$ cat src/rtl/dmem_arbiter.sv
// Arbitrates the single-ported data memory between the CPU (MEM stage) and the loader port.
// Grants in the same cycle as the request, returns load data one cycle later, and stalls the CPU when it loses.
module dmem_arbiter #(
    parameter int AW          = 5,
    parameter int DW          = 32,
    parameter int MAX_CPU_RUN = 4
) (
    input  logic          clock,
    input  logic          reset_n,
    input  logic          cpu_req,
    input  logic          cpu_we,
    input  logic [AW-1:0] cpu_addr,
    input  logic [DW-1:0] cpu_wdata,
    output logic          cpu_gnt,
    output logic          cpu_stall,
    output logic          cpu_rvalid,
    output logic [DW-1:0] cpu_rdata,
    input  logic          ld_req,
    input  logic          ld_we,
    input  logic [AW-1:0] ld_addr,
    input  logic [DW-1:0] ld_wdata,
    output logic          ld_gnt,
    output logic          ld_rvalid,
    output logic [DW-1:0] ld_rdata,
    output logic          mem_en,
    output logic          mem_we,
    output logic [AW-1:0] mem_addr,
    output logic [DW-1:0] mem_wdata,
    input  logic [DW-1:0] mem_rdata
);

    typedef enum logic [1:0] {
        OWN_NONE = 2'd0,
        OWN_CPU  = 2'd1,
        OWN_LD   = 2'd2
    } rd_owner_t;

    localparam logic [3:0] L_MAX_RUN = 4'(MAX_CPU_RUN);

    logic [3:0]    r_starve_cnt;
    rd_owner_t     r_rd_owner;
    logic [DW-1:0] r_cpu_rdata;
    logic [DW-1:0] r_ld_rdata;

    logic w_ld_force;
    logic w_cpu_gnt;
    logic w_ld_gnt;

    // Grants are gated by reset_n so nothing reaches the memory while in reset.
    assign w_ld_force = ld_req && (r_starve_cnt == L_MAX_RUN);
    assign w_cpu_gnt  = reset_n && cpu_req && !w_ld_force;
    assign w_ld_gnt   = reset_n && ld_req && (w_ld_force || !cpu_req);

    assign cpu_gnt   = w_cpu_gnt;
    assign ld_gnt    = w_ld_gnt;
    assign cpu_stall = cpu_req && !w_cpu_gnt;

    always_comb begin
        mem_en    = 1'b0;
        mem_we    = 1'b0;
        mem_addr  = '0;
        mem_wdata = '0;
        if (w_cpu_gnt) begin
            mem_en    = 1'b1;
            mem_we    = cpu_we;
            mem_addr  = cpu_addr;
            mem_wdata = cpu_wdata;
        end else if (w_ld_gnt) begin
            mem_en    = 1'b1;
            mem_we    = ld_we;
            mem_addr  = ld_addr;
            mem_wdata = ld_wdata;
        end
    end

    always_ff @(posedge clock or negedge reset_n) begin
        if (!reset_n) begin
            r_starve_cnt <= 4'd0;
        end else if (w_ld_gnt || !ld_req) begin
            r_starve_cnt <= 4'd0;
        end else if (w_cpu_gnt && (r_starve_cnt < L_MAX_RUN)) begin
            r_starve_cnt <= r_starve_cnt + 4'd1;
        end
    end

    always_ff @(posedge clock or negedge reset_n) begin
        if (!reset_n) begin
            r_rd_owner <= OWN_NONE;
        end else if (w_cpu_gnt && !cpu_we) begin
            r_rd_owner <= OWN_CPU;
        end else if (w_ld_gnt && !ld_we) begin
            r_rd_owner <= OWN_LD;
        end else begin
            r_rd_owner <= OWN_NONE;
        end
    end

    // Each port keeps showing its last returned word while the other port owns the read bus.
    always_ff @(posedge clock or negedge reset_n) begin
        if (!reset_n) begin
            r_cpu_rdata <= '0;
            r_ld_rdata  <= '0;
        end else begin
            if (r_rd_owner == OWN_CPU) r_cpu_rdata <= mem_rdata;
            if (r_rd_owner == OWN_LD)  r_ld_rdata  <= mem_rdata;
        end
    end

    assign cpu_rvalid = (r_rd_owner == OWN_CPU);
    assign ld_rvalid  = (r_rd_owner == OWN_LD);
    assign cpu_rdata  = (r_rd_owner == OWN_CPU) ? mem_rdata : r_cpu_rdata;
    assign ld_rdata   = (r_rd_owner == OWN_LD)  ? mem_rdata : r_ld_rdata;

endmodule

$ cat config.mk
export PLATFORM = sky130hd
export DESIGN_NAME = dmem_arbiter
export DESIGN_NICKNAME = d
export VERILOG_FILES = /design/src/rtl/dmem_arbiter.sv
export SDC_FILE = /design/constraint.sdc
export NUM_CORES = 1
export LEC_CHECK = 0
export BUFFER_PORTS_ARGS = -buffer_cell sky130_fd_sc_hd__clkbuf_2
export CAP_MARGIN = 0
export CORE_MARGIN = 2
export CORE_UTILIZATION = 30
export CTS_BUF_LIST = sky130_fd_sc_hd__clkbuf_4
export CTS_CLUSTER_DIAMETER = 40
export CTS_CLUSTER_SIZE = 24
export DETAILED_ROUTE_END_ITERATION = 12
export GPL_ROUTABILITY_DRIVEN = 0
export PLACE_DENSITY_LB_ADDON = 0.1
export SYNTH_ARGS = -nofsm -noshare
export SYNTH_HDL_FRONTEND = slang
export SYNTH_SLANG_ARGS = --single-unit
$ cat constraint.sdc
create_clock -name clock -period 1.66 [get_ports clock]
set_clock_uncertainty 0.05 [all_clocks]
set_input_delay 0.332 -clock clock [delete_from_list [all_inputs] [get_ports clock]]
set_output_delay 0.332 -clock clock [all_outputs]
set_load 0.005 [all_outputs]
# After elaboration in Yosys (flattened, before gate mapping)
# Index checks and enable logic that the tools add are counted.
# totals
input_bits	112
out_inout_bits	108
word_cells	41
reg_bits	70
# op_classes
n_addsub	1
eq_ne	3
n_reduce_logical	18
magnitude_cmp	1
n_mux	14
# op_table
op	n
$mux 32	4
$mux 5	2
$logic_and 1x1->1	9
$mux 4	2
$logic_not 1->1	6
$add 4x1->4 const B	1
$eq 4x3->1 const B	1
$lt 4x3->1 const B	1
$mux 1	4
$mux 2	2
$eq 2x1->1 const B	1
$eq 2x2->1 const B	1
$logic_or 1x1->1	2
$reduce_bool 2->1	1

# Longest topological paths before layout
# logic_depth
ltp_word	7
ltp_mapped	6
mapped_depth_nobuf	5

# Worst setup path before layout
# OpenSTA, ideal clock, no wires.
# synth_path
path_type	reg-to-output
start	register r_starve_cnt[0]
end	output mem_addr[0]
setup_slack_ns	-0.106
stages_incl_launch_ff	7
path_buffers	1
t_required_ns	1.278
t_arrival_ns	1.384
cell_sequence	dfrtp_1 inv_1 ha_1 and3b_1 o211a_4 buf_6 a22o_1
# synth_between
elab_chain_len	6
# synth_rtl
item	line	rtl
from (decl)	40	logic [3:0] r_starve_cnt;
from (signal assigned)	82	r_starve_cnt <= r_starve_cnt + 4'd1;
$eq 4x3->1	50	assign w_ld_force = ld_req && (r_starve_cnt == L_MAX_RUN);
$logic_and 1x1->1	50	
$logic_or 1x1->1	52	assign w_ld_gnt = reset_n && ld_req && (w_ld_force || !cpu_req);
$logic_and 1x1->1	52	
named net ld_gnt	22	output logic ld_gnt,
$mux 5	68	end else if (w_ld_gnt) begin
$mux 5	63	if (w_cpu_gnt) begin
to (decl)	27	output logic [AW-1:0] mem_addr,
# The timed path passes the listed nets, and every way through them passes these cells.

# Worst setup path in the final report
# layout_path
start	register r_starve_cnt[0]
end	output mem_wdata[29]
# layout_between
elab_chain_len	6
# layout_rtl
item	line	rtl
$eq 4x3->1 (*)	50	
$logic_and 1x1->1 (*)	50	
$logic_or 1x1->1	52	
$logic_and 1x1->1	52	
$mux 32	68	
$mux 32 (*)	63	
to (decl)	28	output logic [DW-1:0] mem_wdata,
# Mark *: on every way between the ends. The rest lies on a longest branch, timed or not.

==> impl_results.md <==
* Worst hold slack at 24.5 ps
* Register bit total from synthesis at 70
* Crit. End Element: output pin
* Layout cells sized above 1 at 74.4%
* Post-synthesis sequential area ratio at 56.5%
* Initial Util at 30.4%
* Most common flop cell mapped by yosys: dfrtp_1
* Fmax at 418 MHz
* H-tree lvl count at 3
* Port Buffer Count at 219
* Min-Delay Path Class: input pin to asynchronous set/reset pin
* Number of global-route vias before repair at 3023
* Syn nets at 327
* Starting DRT DRC Count at 107
* Post-Syn Instances at 213
* Critical path origin: r_starve_cnt[0]
* DP Wirelength at 7200 µm
* Cell area after layout at 0.00544 mm²
* CTS tree: built
* Width of the die at 106 µm
* Cell Rows at 37
* Worst path required time at 1280 ps
* Placement Setup Slack at -378 ps
* Setup TNS at -58600 ps
* Number of buffers created by CTS at 9
* Register Area at 0.00175 mm²
* Synth top area share at 56.5%
* Final min period at 2390 ps
* R2R Path Start: r_rd_owner[1]
* Area contributors post-synth: dfrtp_1, mux2_2, a22o_1
* Clock-pin slew on the worst setup and hold paths at 120 ps
* Final cycle utilization of the critical path at 144%
* R2R Setup Slk at 20 ps
* Drt drc at 0
* Clk sinks at 70
* Most frequent cell after synthesis: dfrtp_1
* Antenna-violating nets left at 0
* Final setup vio count at 107
* Worst endpoint data arrival time at 2010 ps
* Die outline height at 106 µm
* Final nets at 594
* Post-synth EDFFs at 0
* Core Area at 0.0102 mm²
* P per Cell Area at 920 mW/mm²
* WS Path Type: flip-flop to output pin
* Netlist cell types at 22
* Clk Latency, worst-skew pair at 400 ps
* Via count at 2926
* Diode count at 0
* Pin count of the biggest net entering global routing at 43
* Drt total wl at 11300 µm
* Violated checks: negative setup slack
* Maximum VDD drop at 0.341 mV
* Leakage power at 3.01 nW
* Mean Syn Cell Area at 14.5 µm²
* Max-slew headroom at 65.2%
* Fill cell count at 943
* Post-Syn Area at 0.00310 mm²
* Slew Viols, Final at 0
* Crit-path max FO at 6
* Area of the multi-input gates at 0.00152 mm²
* Initial antenna violation count at 0
* Total GRT Usage at 19.5%
* DP Area at 0.00442 mm²
* Wire length per cell at 18.2 µm
* Overall power at 5.00 mW
* DRT Pass-1 Iters at 4
* Synth cell count leaders: dfrtp_1, mux2_2, a22o_1, buf_2
* First-pass GRT wire length at 16400 µm
* Vias per inst at 4.72
* Area Overhead vs Synth at 75.6%
* Outcome: finished with violations
* Die area at 0.0112 mm²
* MaxCap Viol Count at 0
* Overflow after GRT at 0
* Worst-Margin Slew at 522 ps
* Ys async rst share at 100%
* CTS root buffer: clkbuf_4
* Yosys warns at 0
* Top cell type by total area after synthesis: dfrtp_1
* Setup slack after layout at -732 ps
* Fin. Hold Viols at 0
* Buffer depth of the longest clock path at 2
* Crit start category: flip-flop
* Boundary Pins at 220
* RSZ-0062 raised after global routing: yes
[cells by family after synthesis]
family,synth area share (%)
AOI/OAI and AO/OA,12.3
xor gates and xnor gates,0.283
adders and majority gates,0.808
buffers and inverters,3.84
DFF,56.5
muxes,23.6
and+or+nand+nor,2.58
[metrics by stage]
stage | std cells | util (%)
global route | 620 | 53.4
finish | 620 | 53.4
floorplan | 213 | -
global placement | 564 | 43.4
detailed placement | 564 | 43.4
CTS | 609 | 51.3
[where the power goes]
| group | internal, mW | leakage (nW) | switching (mW) |
|---|---|---|---|
| clock network | 0.474 | 0.0728 | 0.626 |
| registers | 2.04 | 0.834 | 0.0998 |
| logic | 1.11 | 2.10 | 0.657 |
| total | 3.62 | 3.01 | 1.38 |
[flip-flops by register name, indices dropped and copies added (netlist names)]
signal and flops:
r_rd_owner 2, r_starve_cnt 4, r_cpu_rdata 32, r_ld_rdata 32
[area by class of cell]
cell class,instances,share of cell area (%)
multi-input cells,125,28.0
inverters,4,0.276
flip-flops and latches,70,32.2
clock inverters,5,1.10
clock buffers,10,1.38
well taps,136,3.13
repair buffers,270,34.0
[critical path: stages, from the launching register on]
cell	delay [ps]
dfrtp_1	410
inv_2	70
ha_2	140
and3b_2	280
a21oi_4	90
buf_6	140
buf_12	130
a22o_1	200
clkbuf_8	160
[layout by cell type, fill, tap and decap left out, types with 4 or more instances in the layout]
cell type	synthesis	routed
buf_12	0	9
clkbuf_4	0	10
buf_6	4	18
buf_16	0	4
mux2_4	0	64
dfrtp_1	70	70
clkbuf_2	0	197
buf_4	0	26
a22o_1	38	38
buf_2	11	9
[timing repair]
action | CTS | global route
hold endpoints to repair | 28 | 0
endpoints found under the setup margin | 107 | 107
gates resized for setup | 72 | 48
hold buffers | 1 | 0
buffers inserted | 20 | 11
cloned | 9 | 4
pin swaps | 2 | 1
[metal layers]
layer / vias up / global-route usage [%] / share of wire [%]
met4: 0 / 7.61 / 2.5
met2: 145 / 33.4 / 51
met5: - / 0 / 0
met3: 16 / 5.57 / 6.7
li1: 1333 / - / -
met1: 1432 / 23.0 / 40
[worst paths after layout]
check / end / cells past startpoint
worst max-delay path: mem_wdata[29] / 8
worst min register to register: r_cpu_rdata[28] / 1
max in group asynchronous: r_ld_rdata[11] / 3
worst max register to register: r_ld_rdata[16] / 7
min in group clock: r_rd_owner[1] / 2
worst min-delay path: r_cpu_rdata[30] / 2
(Power assumes the default switching activity.)
